--- src/rtl/quire_to_posit_4_0.sv ---
// Quire-to-posit<4,0> converter: 3-stage pipeline (magnitude, code, sign/flags) with a one-entry skid latch.
// Optional macro QUIRE_TO_POSIT_EOW_ONLY_EN: only end-of-window beats produce an output beat.
module quire_to_posit_4_0 #(
    parameter  int LOG_NB_ACCUM = 10,
    localparam int QW           = 9 + LOG_NB_ACCUM
) (
    input  logic          clk,
    input  logic          rst_n,
    input  logic          rts_i,
    output logic          rtr_o,
    input  logic          sow_i,
    input  logic          eow_i,
    input  logic [QW-1:0] data_i,
    input  logic          sign_i,
    input  logic          zero_i,
    input  logic          NaR_i,
    input  logic          rtr_i,
    output logic          rts_o,
    output logic          sow_o,
    output logic          eow_o,
    output logic [3:0]    posit_o,
    output logic          NaR_o,
    output logic          zero_o
);

    logic          process_en;
    logic          in_take;

    logic          skid_valid;
    logic [QW-1:0] skid_data;
    logic          skid_sign, skid_zero, skid_nar, skid_sow, skid_eow;

    logic          src_valid, src_keep;
    logic [QW-1:0] src_data;
    logic [QW-1:0] src_mag;
    logic          src_sign, src_zero, src_nar, src_sow, src_eow;

    logic          s1_valid;
    logic [QW-1:0] s1_mag;
    logic          s1_sign, s1_zero, s1_nar, s1_sow, s1_eow;

    logic          s2_valid;
    logic [2:0]    s2_code;
    logic          s2_sign, s2_zero, s2_nar, s2_sow, s2_eow;

    logic [3:0]    s3_posit;

    // Ranges are the round-to-nearest-even decision points between adjacent posit<4,0> values.
    function automatic logic [2:0] mag_to_code(input logic [QW-1:0] m);
        if (m == '0)               return 3'd0;
        else if (m <= QW'(5))      return 3'd1;
        else if (m <= QW'(10))     return 3'd2;
        else if (m <= QW'(13))     return 3'd3;
        else if (m <= QW'(20))     return 3'd4;
        else if (m <= QW'(27))     return 3'd5;
        else if (m <= QW'(48))     return 3'd6;
        else                       return 3'd7;
    endfunction

    assign process_en = rtr_i | ~rts_o;
    assign in_take    = rts_i & rtr_o;

    always_comb begin
        src_valid = skid_valid | in_take;
        src_data  = skid_valid ? skid_data : data_i;
        src_sign  = skid_valid ? skid_sign : sign_i;
        src_zero  = skid_valid ? skid_zero : zero_i;
        src_nar   = skid_valid ? skid_nar  : NaR_i;
        src_sow   = skid_valid ? skid_sow  : sow_i;
        src_eow   = skid_valid ? skid_eow  : eow_i;
        src_mag   = src_data[QW-1] ? (~src_data + QW'(1)) : src_data;
`ifdef QUIRE_TO_POSIT_EOW_ONLY_EN
        src_keep  = src_valid & src_eow;
`else
        src_keep  = src_valid;
`endif
    end

    always_comb begin
        s3_posit = {1'b0, s2_code};
        if (s2_nar)
            s3_posit = 4'b1000;
        else if (s2_zero)
            s3_posit = 4'b0000;
        else if (s2_sign)
            s3_posit = 4'b0000 - {1'b0, s2_code};
    end

    // rtr_o lags process_en by a cycle, so one beat may slip in during a stall; the skid catches it.
    always_ff @(posedge clk) begin
        if (!rst_n) begin
            rtr_o      <= 1'b0;
            skid_valid <= 1'b0;
            skid_data  <= '0;
            skid_sign  <= 1'b0;
            skid_zero  <= 1'b0;
            skid_nar   <= 1'b0;
            skid_sow   <= 1'b0;
            skid_eow   <= 1'b0;
            s1_valid   <= 1'b0;
            s1_mag     <= '0;
            s1_sign    <= 1'b0;
            s1_zero    <= 1'b0;
            s1_nar     <= 1'b0;
            s1_sow     <= 1'b0;
            s1_eow     <= 1'b0;
            s2_valid   <= 1'b0;
            s2_code    <= 3'd0;
            s2_sign    <= 1'b0;
            s2_zero    <= 1'b0;
            s2_nar     <= 1'b0;
            s2_sow     <= 1'b0;
            s2_eow     <= 1'b0;
            rts_o      <= 1'b0;
            posit_o    <= 4'b0000;
            NaR_o      <= 1'b0;
            zero_o     <= 1'b0;
            sow_o      <= 1'b0;
            eow_o      <= 1'b0;
        end else begin
            rtr_o <= process_en;
            if (!process_en && in_take) begin
                skid_valid <= 1'b1;
                skid_data  <= data_i;
                skid_sign  <= sign_i;
                skid_zero  <= zero_i;
                skid_nar   <= NaR_i;
                skid_sow   <= sow_i;
                skid_eow   <= eow_i;
            end
            if (process_en) begin
                skid_valid <= 1'b0;

                s1_valid <= src_keep;
                s1_mag   <= src_mag;
                s1_sign  <= src_sign;
                s1_zero  <= src_zero;
                s1_nar   <= src_nar;
                s1_sow   <= src_sow;
                s1_eow   <= src_eow;

                s2_valid <= s1_valid;
                s2_code  <= mag_to_code(s1_mag);
                s2_sign  <= s1_sign;
                s2_zero  <= s1_zero | (s1_mag == '0);
                s2_nar   <= s1_nar;
                s2_sow   <= s1_sow;
                s2_eow   <= s1_eow;

                rts_o   <= s2_valid;
                posit_o <= s3_posit;
                NaR_o   <= s2_nar;
                zero_o  <= ~s2_nar & (s3_posit == 4'b0000);
                sow_o   <= s2_sow;
                eow_o   <= s2_eow;
            end
        end
    end

endmodule

--- config.mk ---
export PLATFORM = sky130hd
export DESIGN_NAME = quire_to_posit_4_0
export DESIGN_NICKNAME = d
export VERILOG_FILES = /design/src/rtl/quire_to_posit_4_0.sv
export SDC_FILE = /design/constraint.sdc
export NUM_CORES = 1
export LEC_CHECK = 0
export BUFFER_PORTS_ARGS = -buffer_cell sky130_fd_sc_hd__buf_2
export CAP_MARGIN = 40
export CORE_ASPECT_RATIO = 0.6
export CORE_UTILIZATION = 45
export CTS_CLUSTER_SIZE = 24
export DETAILED_ROUTE_END_ITERATION = 8
export GPL_TIMING_DRIVEN = 0
export PLACE_DENSITY = 0.69
export SLEW_MARGIN = 20
export SYNTH_ARGS = -nofsm -noshare
export SYNTH_HDL_FRONTEND = slang
export SYNTH_SLANG_ARGS = --single-unit
--- constraint.sdc ---
create_clock -name clk -period 7 [get_ports clk]
set_input_delay 1.75 -clock clk [delete_from_list [all_inputs] [get_ports clk]]
set_output_delay 1.75 -clock clk [all_outputs]
set_load 0.05 [all_outputs]
==> summary.md, run 1 <==
| Metric | Value |
|---|---|
| Critical Path Fanout Max | 7 |
| Clk buf depth | 2 |
| CTS tree | built |
| Share of Yosys cell area claimed by the top area cell type | approximately two fifths |
| Pint | 706 µW |
| Via-to-Cell Ratio | 5.58 |
| Die area | roughly 7900 µm² |
| Overflow after GRT | 0 |
| Final WS setup | approximately 3.8 ns |
| Flop pwr share | around 45% |
| Min-delay worst type | reg2reg |
| Largest net degree at the start of global routing | 13 |
| FF+latch count, synth | 69 |
| Synth top area cells | dfxtp_1, nand2_1, mux2i_1 |
| Post-route DRC | 0 |
| Input/output buffers | 36 |
| Cts repair resizes | 0 |
| Dpl cells | roughly 530 |
| Pleak | between 1 and 1.5 nW |
| Setup TNS | 0 ns |
| Synthesized instance count | around 400 |
| VDD IR-drop max | ~0.11 mV |
| Clk slew on worst S/H paths | roughly 0.05 ns |
| DRT antenna net count | 0 |
| Post-CTS setup buffers | 0 |
| CP required | between 7 and 8 ns |
| Synth Flop Type | dfxtp_1 |
| Max-cap violations | 0 |
| Post-synthesis sequential area ratio | between 40% and 50% |
| Mean Syn Cell Area | 8.57 µm² |
| Dpl hpwl | between 6000 and 7000 µm |
| Most common cell after layout, fill and taps aside | nand2_1 |
| Least-Margin Pin Slew | 0.554 ns |
| Power share of the clock group | ~45% |
| Num CTS Buffers | 9 |
| Asr flop ratio synth | 0% |
| Gr usage total | 24.2% |
| Clock Tree Root | clkbuf_16 |
| GR Util met2 | 34.5% |
| Final Skew | 0.00720 ns |
| Sw frac | about a quarter |
| Vias in the first global route | between 2000 and 3000 |
| Unique masters post-synth | between 50 and 60 |
| Area grow syn2layout | 17.7% |
| GPL Wtd Cong | about 0.86 |
| Largest area contributor in the netlist | dfxtp_1 |
| Setup crit start kind | input pin |
| CP Capture Type | register |
| Routed wire length per instance | 15.9 µm |
| Fmax | between 300 and 400 MHz |
| # setup viols final | 0 |
| Register area | about 1400 µm² |
| Area of the multi-input gates | roughly 1900 µm² |
| Yosys Warn Count | 0 |
| Ports | 38 |
| Final Instance Count excl. Fillers | 550 |
| Fillers | 716 |
| Initial antenna violation count | 0 |
| Tcrit/Tclk final | 46.2% |
| CTS Sinks | 69 |
| Final Slew Violations | 0 |
| H-tree depth | 3 |
| Share of cells above drive strength 1 | around 16% |
| GR Util met1 | 34.5% |
| Core Footprint | between 7000 and 8000 µm² |
| Worst slack, placed | around 3.5 ns |
| Post-Syn Area | between 3000 and 4000 µm² |
| Status | complete, no violations |
| Hold Fails Final Rpt | 0 |
| Top Usage Layer GRT | met1 |
| Worst skew pair latency | around 0.33 ns |
| Post-layout instance area | just under 4000 µm² |
| M3 GR Usage | 7.56% |
| Psw | between 200 and 250 µW |
| Count of flip-flops with a built-in enable after synthesis | 0 |
| Ant. Diodes | 0 |
| First-pass iteration count of the detailed router | 5 |
| Relative slew slack | between 60% and 70% |
| Comb power frac | roughly a tenth |
| Die Y | around 69 µm |
| Final wirelength | slightly below 9000 µm |
| Worst Setup Path Type | in2reg |
| Unrepaired setup endpoints after global routing | no |
| Via count | ~3000 |
| Most frequent cells in the layout | nand2_1, dfxtp_1, buf_2 |
| Hold-fix buffer count after cts | 0 |
| Synthesized Nets | 424 |
| Chip Width | between 100 and 150 µm |
| Crit path time final | roughly 3.2 ns |
| Initial Util | 46.5% |
| WP data arrival | between 3 and 4 ns |
| Drt first-iter violations | 190 |
| Post-DP Area | around 3700 µm² |
| First-pass GRT wire length | roughly 15000 µm |
| Power per cell area | between 200 and 250 nW/µm² |
| Nets@finish | between 400 and 500 |
| FP Rows | 24 |
critical path, cell delays in order:
cell      delay [ns]
buf_2           0.12
or4_1           0.52
o2bb2a_1        0.24
buf_2           0.20
a21oi_1         0.10
xor2_1          0.36
o21ai_0         0.14
metrics by stage:
stage          util (%)  hold WS (ns)  power [mW]
6_report           54.7         0.455       0.948
5_1_grt            54.7         0.476       0.985
4_1_cts            54.7         0.457       0.952
3_5_place_dp       50.8         0.447       0.527
3_3_place_gp       50.8         0.440       0.524
2_1_floorplan         -         0.420       0.492
cells in the mapped netlist (all sizes together) (5+ instances only):
cell and number:
nand2 86, or3 5, a22o 13, a21oi 7, nor3 10, buf 7, nor3b 7, nor4 6
mux2i 24, o21ai 29, nor2 10, nand3 5, a21boi 24, dfxtp 69, clkbuf 20, xor2 13
area by class of cell:
cell class                 instances  area share, %
sequential                        69           34.7
tap                              104           3.27
clock buffer                      11           6.36
timing repair buffer              36           4.53
inverter                           4          0.378
clock inverter                     5          0.881
buffer                            27           2.96
multi-input combinational        294           46.9
cells by family (layout without fill, tap and decap cells):
family	after synthesis	count (layout)	share of synthesized area, %
buf+inv	31	83	3.93
fa+ha+maj	2	2	0.741
simple gates	149	149	21.2
xor+xnor	15	15	3.89
flops	69	69	40.9
mux	28	28	8.44
compound gates	100	100	20.9
power by group through the flow:
stage | combinational, mW | sequential, mW | clock [mW]
floorplan | 0.0538 | 0.438 | 0
global placement | 0.0933 | 0.430 | 0
detailed placement | 0.0960 | 0.431 | 0
CTS | 0.0969 | 0.423 | 0.432
global route | 0.108 | 0.425 | 0.452
finish | 0.0981 | 0.423 | 0.426
metal layers:
metal  vias to the layer above  share of wire, %
li1                       1495                 -
met1                      1422                48
met2                       138                41
met3                        15               9.5
met4                         0               1.5
met5                         -                 0
worst paths after layout:
check	slack (ns)	to	cells after the start	startpoint
worst min-delay path	0.46	s1_mag[16]	2	s1_mag[16]
worst max-delay path	3.77	s1_mag[7]	7	data_i[0]
worst min register to register	0.46	s1_mag[16]	2	s1_mag[16]
worst max register to register	3.84	s1_mag[10]	10	skid_valid
registers in the layout, summed over array words and instances (netlist names), 3 cells and up:
name       flops
skid_data     19
s1_mag        19
s2_code        3
posit_o        4
(Power assumes the default switching activity.)
==> run 2: changes to the inputs <==
--- a/config.mk
+++ b/config.mk
@@ -12,7 +12,7 @@
 export CTS_CLUSTER_SIZE = 24
 export DETAILED_ROUTE_END_ITERATION = 8
 export GPL_TIMING_DRIVEN = 0
-export PLACE_DENSITY = 0.69
+export PLACE_DENSITY = 0.71
 export SLEW_MARGIN = 20
 export SYNTH_ARGS = -nofsm -noshare
 export SYNTH_HDL_FRONTEND = slang
==> constraint.sdc (replaced) <==
create_clock -name clk -period 2.6 [get_ports clk]
set_input_delay 0.65 -clock clk [delete_from_list [all_inputs] [get_ports clk]]
set_output_delay 0.65 -clock clk [all_outputs]
set_load 0.05 [all_outputs]
==> summary.md, run 2 (synthesis gave the netlist of run 1 again) <==
| Metric | Value |
|---|---|
| Die area | 7870 µm² |
| Core Footprint | between 7000 and 8000 µm² |
| Clk slew on worst S/H paths | roughly 0.05 ns |
| Most frequent cells in the layout | nand2_1, dfxtp_1, buf_2 |
| Num CTS Buffers | 9 |
| Setup crit start kind | register |
| Initial antenna violation count | 0 |
| Overflow after GRT | 0 |
| Area grow syn2layout | 18.6% |
| VDD IR-drop max | about 0.30 mV |
| Drt first-iter violations | approximately 240 |
| Initial Util | 46.5% |
| Worst slack, placed | -0.344 ns |
| Share of cells above drive strength 1 | roughly 16% |
| H-tree depth | 3 |
| CP Capture Type | register |
| Vias in the first global route | approximately 2800 |
| # setup viols final | 0 |
| Critical Path Fanout Max | 19 |
| Worst Setup Path Type | reg2reg |
| Final WS setup | about 0.18 ns |
| Ports | 38 |
| Routed wire length per instance | between 15 and 20 µm |
| Die Y | roughly 70 µm |
| Flop2flop setup slack | roughly 0.18 ns |
| CP required | about 2.8 ns |
| FP Rows | 24 |
| Dpl cells | approximately 530 |
| Unrepaired setup endpoints after global routing | no |
| Clk buf depth | 2 |
| Post-layout instance area | roughly 4000 µm² |
| Final Skew | approximately 0.0066 ns |
| Clock Tree Root | clkbuf_16 |
| Min-delay worst type | reg2reg |
| Post-route DRC | 0 |
| Final wirelength | 8370 µm |
| Most common cell after layout, fill and taps aside | nand2_1 |
| Fmax | 413 MHz |
| First-pass GRT wire length | between 10000 and 15000 µm |
| Nets@finish | between 400 and 500 |
| CTS Sinks | 69 |
| Power per cell area | about 660 nW/µm² |
| First-pass iteration count of the detailed router | 4 |
| Hold Fails Final Rpt | 0 |
| DRT antenna net count | 0 |
| Max-cap violations | 0 |
| Status | complete, no violations |
| Relative slew slack | around 64% |
| Input/output buffers | 36 |
| Gr usage total | a little under a quarter |
| Largest registers | s1_mag (19), skid_data (19), posit_o (4) |
| Pleak | between 1.5 and 2 nW |
| Final Instance Count excl. Fillers | between 500 and 600 |
| Chip Width | between 100 and 150 µm |
| Least-Margin Pin Slew | between 0.5 and 0.6 ns |
| Final Slew Violations | 0 |
| Dpl hpwl | 6300 µm |
| Tcrit/Tclk final | between 90 and 100% |
| Post-DP Area | approximately 3700 µm² |
| GPL Wtd Cong | between 0.8 and 0.9 |
| Via-to-Cell Ratio | about 5.5 |
| CTS tree | built |
| Via count | a little over 3000 |
| WP data arrival | 2.61 ns |
| Crit path time final | around 2.4 ns |
| Ant. Diodes | 0 |
| Worst skew pair latency | ~0.33 ns |
| Fillers | around 680 |
| Largest net degree at the start of global routing | 20 |
## run 2: report_power, final
| group | switching, mW | leakage (nW) | total (mW) | internal (mW) |
|---|---|---|---|---|
| clock network | 0.434 | 0.152 | 1.25 | 0.819 |
| registers | 0.0362 | 0.566 | 1.14 | 1.10 |
| logic | 0.161 | 0.787 | 0.262 | 0.101 |
## run 2: final cells by class
class | instances | area, µm² | share of cell area (%)
clock inverter | 3 | 42.5 | 1.06
multi-input combinational | 294 | 1880 | 46.9
tap | 104 | 130 | 3.25
buffer | 25 | 108 | 2.69
sequential | 69 | 1380 | 34.5
timing repair buffer | 36 | 180 | 4.50
inverter | 4 | 15.0 | 0.375
clock buffer | 13 | 270 | 6.75
## run 2: worst max-delay path, stage by stage, from the launching register on
cell and delay [ns]:
dfxtp_1 0.38, buf_6 0.21, buf_4 0.35, mux2i_4 0.34
ha_1 0.21, o21a_2 0.23, a21oi_1 0.10, xor2_1 0.31
o21ai_0 0.13
## run 2: worst paths after layout
kind	end	start	cells past startpoint
setup / recovery	s1_mag[8]	skid_valid	8
hold / removal	posit_o[3]	posit_o[3]	2
setup reg to reg	s1_mag[8]	skid_valid	8
hold reg to reg	posit_o[3]	posit_o[3]	2
## run 2: routing by layer
metal	routed length, µm	vias to the layer above	global-route usage [%]
li1	-	1495	-
met1	4230	1426	33.8
met2	3400	94	31.2
met3	631	10	5.89
met4	109	0	7.22
met5	0	-	0
## run 2: metrics by stage
step	TNS, ns	hold WS, ns	power [mW]	utilization, %
4_1_cts	0	0.459	2.67	55.1
6_report	0	0.456	2.66	55.1
2_1_floorplan	0	0.420	1.33	-
3_5_place_dp	-2.17	0.445	1.42	50.8
3_3_place_gp	-2.15	0.439	1.41	50.8
5_1_grt	0	0.479	2.75	55.1
## run 2: timing repair
item                                    CTS  global route
endpoints found under the setup margin    9             5
hold endpoints to repair                  0             0
hold buffers                              0             0
pin swaps                                 1             1
resized for setup                         3             1
setup buffers                             0             0
==> run 3: changes to the inputs <==
--- a/config.mk
+++ b/config.mk
@@ -9,10 +9,9 @@
 export CAP_MARGIN = 40
 export CORE_ASPECT_RATIO = 0.6
 export CORE_UTILIZATION = 45
-export CTS_CLUSTER_SIZE = 24
 export DETAILED_ROUTE_END_ITERATION = 8
 export GPL_TIMING_DRIVEN = 0
-export PLACE_DENSITY = 0.71
+export PLACE_DENSITY = 0.69
 export SLEW_MARGIN = 20
 export SYNTH_ARGS = -nofsm -noshare
 export SYNTH_HDL_FRONTEND = slang
==> constraint.sdc (replaced) <==
create_clock -name clk -period 3 [get_ports clk]
set_input_delay 0.75 -clock clk [delete_from_list [all_inputs] [get_ports clk]]
set_output_delay 0.75 -clock clk [all_outputs]
set_load 0.05 [all_outputs]
==> summary.md, run 3 (synthesis gave the netlist of run 1 again) <==
| Metric | Value |
|---|---|
| Status | complete, no violations |
| Min-delay worst type | reg2reg |
| Worst min-delay path endpoint | posit_o[3] |
| Hold Path Cell Cnt | 2 |
| Initial Util | 46.5% |
| Power per cell area | between 500 and 600 nW/µm² |
| Chip Width | 114 µm |
| Largest registers | s1_mag (19), skid_data (19), posit_o (4) |
| # setup viols final | 0 |
| Via count | just over 3000 |
| CTS tree | built |
| Input/output buffers | 36 |
| Worst Setup Path Type | reg2reg |
| Crit path time final | 2.62 ns |
| Clk slew on worst S/H paths | roughly 0.060 ns |
| Share of cells above drive strength 1 | 16.0% |
| DRT antenna net count | 0 |
| Core Footprint | between 7000 and 8000 µm² |
| H-tree depth | 3 |
| CTS Sinks | between 60 and 70 |
| Dpl cells | approximately 530 |
| R2r endpoint | s1_mag[8] |
| FP Rows | 24 |
| Routed wire length per instance | ~16 µm |
| VDD IR-drop max | 0.257 mV |
| Initial antenna violation count | 0 |
| Most common cell after layout, fill and taps aside | nand2_1 |
| Area grow syn2layout | 17.8% |
| Worst path max stage delay | between 0.3 and 0.4 ns |
| Die area | between 7000 and 8000 µm² |
| CP Capture Type | register |
| Tcrit/Tclk final | 87.2% |
| Critical Path Fanout Max | 19 |
| Final Skew | between 0.006 and 0.007 ns |
| Drt first-iter violations | between 200 and 250 |
| Crit-path slowest cell | dfxtp_1 |
| Fmax | 382 MHz |
| Die Y | 69.1 µm |
| Worst skew pair latency | about 0.33 ns |
| Fillers | 715 |
| Max-cap violations | 0 |
| Num CTS Buffers | 9 |
| Final Slew Violations | 0 |
| CP required | 3.20 ns |
| Post-DP Area | 3690 µm² |
| Cell Chain, Critical Path | buf_6 > buf_4 > buf_4 > mux2i_2 > ha_1 > o21a_2 > a21oi_1 > xor2_1 > o21ai_0 |
| WP data arrival | between 2 and 3 ns |
| GPL Wtd Cong | between 0.8 and 0.9 |
| Ports | 38 |
| Crit-path most repeated cell | buf_4 |
| Final Instance Count excl. Fillers | about 550 |
| Relative slew slack | 64.1% |
| Setup TNS | 0 ns |
| Pleak | around 1.5 nW |
| Vias in the first global route | around 2900 |
| Ant. Diodes | 0 |
| Register area | around 1400 µm² |
| Reg-to-Reg Start | skid_valid |
| Post-layout instance area | 3980 µm² |
| Overflow after GRT | 0 |
| Gr usage total | 24.2% |
| Hold Startpoint | posit_o[3] |
| Nets@finish | between 400 and 500 |
| Setup crit start kind | register |
| Post-route DRC | 0 |
| Least-Margin Pin Slew | between 0.5 and 0.6 ns |
| Most frequent cells in the layout | nand2_1, dfxtp_1, buf_2 |
| Clk buf depth | 2 |
| Clock Tree Root | clkbuf_16 |
| Final wirelength | around 8700 µm |
| Dpl hpwl | 6560 µm |
| Area of the multi-input gates | around 1900 µm² |
| Flop2flop setup slack | about 0.38 ns |
| Hold Fails Final Rpt | 0 |
| R2R cell count | 9 |
| First-pass GRT wire length | ~15000 µm |
| Unrepaired setup endpoints after global routing | no |
| First-pass iteration count of the detailed router | 7 |
| Hold-fix buffer count after cts | 0 |
| Largest net degree at the start of global routing | 13 |
| Via-to-Cell Ratio | about 5.6 |
==> run 3: what timing repair did <==
item | 4_1_cts | 5_1_grt
resized for setup | 1 | 3
setup endpoints to repair | 4 | 8
pin swaps | 0 | 1
buffers inserted | 0 | 0
==> run 3: how the worst max path moves through the flow <==
| stage | start | to | depth (start not counted) |
|---|---|---|---|
| finish | skid_valid | s1_mag[8] | 9 |
| global route | skid_valid | s1_mag[10] | 9 |
| CTS | skid_valid | s1_mag[10] | 10 |
| detailed placement | skid_valid | s1_mag[10] | 10 |
| global placement | skid_valid | s1_mag[10] | 10 |
| floorplan | data_i[0] | s1_mag[17] | 6 |
==> run 3: area by class of cell <==
cell class,count,area share (%)
clock inverters,5,0.881
multi-input cells,294,47.0
flip-flops and latches,69,34.7
plain buffers,26,2.89
well taps,104,3.27
inverters,4,0.377
clock buffers,11,6.35
repair buffers,36,4.53
==> run 3: power breakdown <==
part           internal (mW)  total, mW  switching, mW  leakage, nW
Combinational         0.0877      0.230          0.142        0.793
Sequential             0.957      0.987         0.0307        0.566
Clock                  0.602       1.00          0.398        0.130
Total                   1.65       2.22          0.571         1.49
==> run 3: critical path, delay by kind of cell (launching register included) <==
family                     cells  cell delay (ns)
buffers and inverters          3             0.73
AOI/OAI and AO/OA              3             0.45
DFF                            1             0.39
muxes                          1             0.37
xor gates and xnor gates       1             0.29
adders and majority gates      1             0.25
==> run 3: stage by stage <==
| step | worst slack [ns] | hold slack (ns) | total power, mW | util (%) |
|---|---|---|---|---|
| finish | 0.385 | 0.458 | 2.22 | 54.8 |
| global route | 0.201 | 0.476 | 2.30 | 54.8 |
| CTS | 0.00297 | 0.457 | 2.22 | 54.8 |
| detailed placement | -0.0424 | 0.447 | 1.23 | 50.8 |
| global placement | 0.0544 | 0.440 | 1.22 | 50.8 |
| floorplan | 0.707 | 0.420 | 1.15 | - |
==> run 3: metal layers <==
| metal | routed length [µm] | GRT usage [%] |
|---|---|---|
| met4 | 131 | 7.94 |
| met2 | 3580 | 34.5 |
| met1 | 4290 | 34.5 |
| met3 | 688 | 7.56 |
| met5 | 0 | 0 |
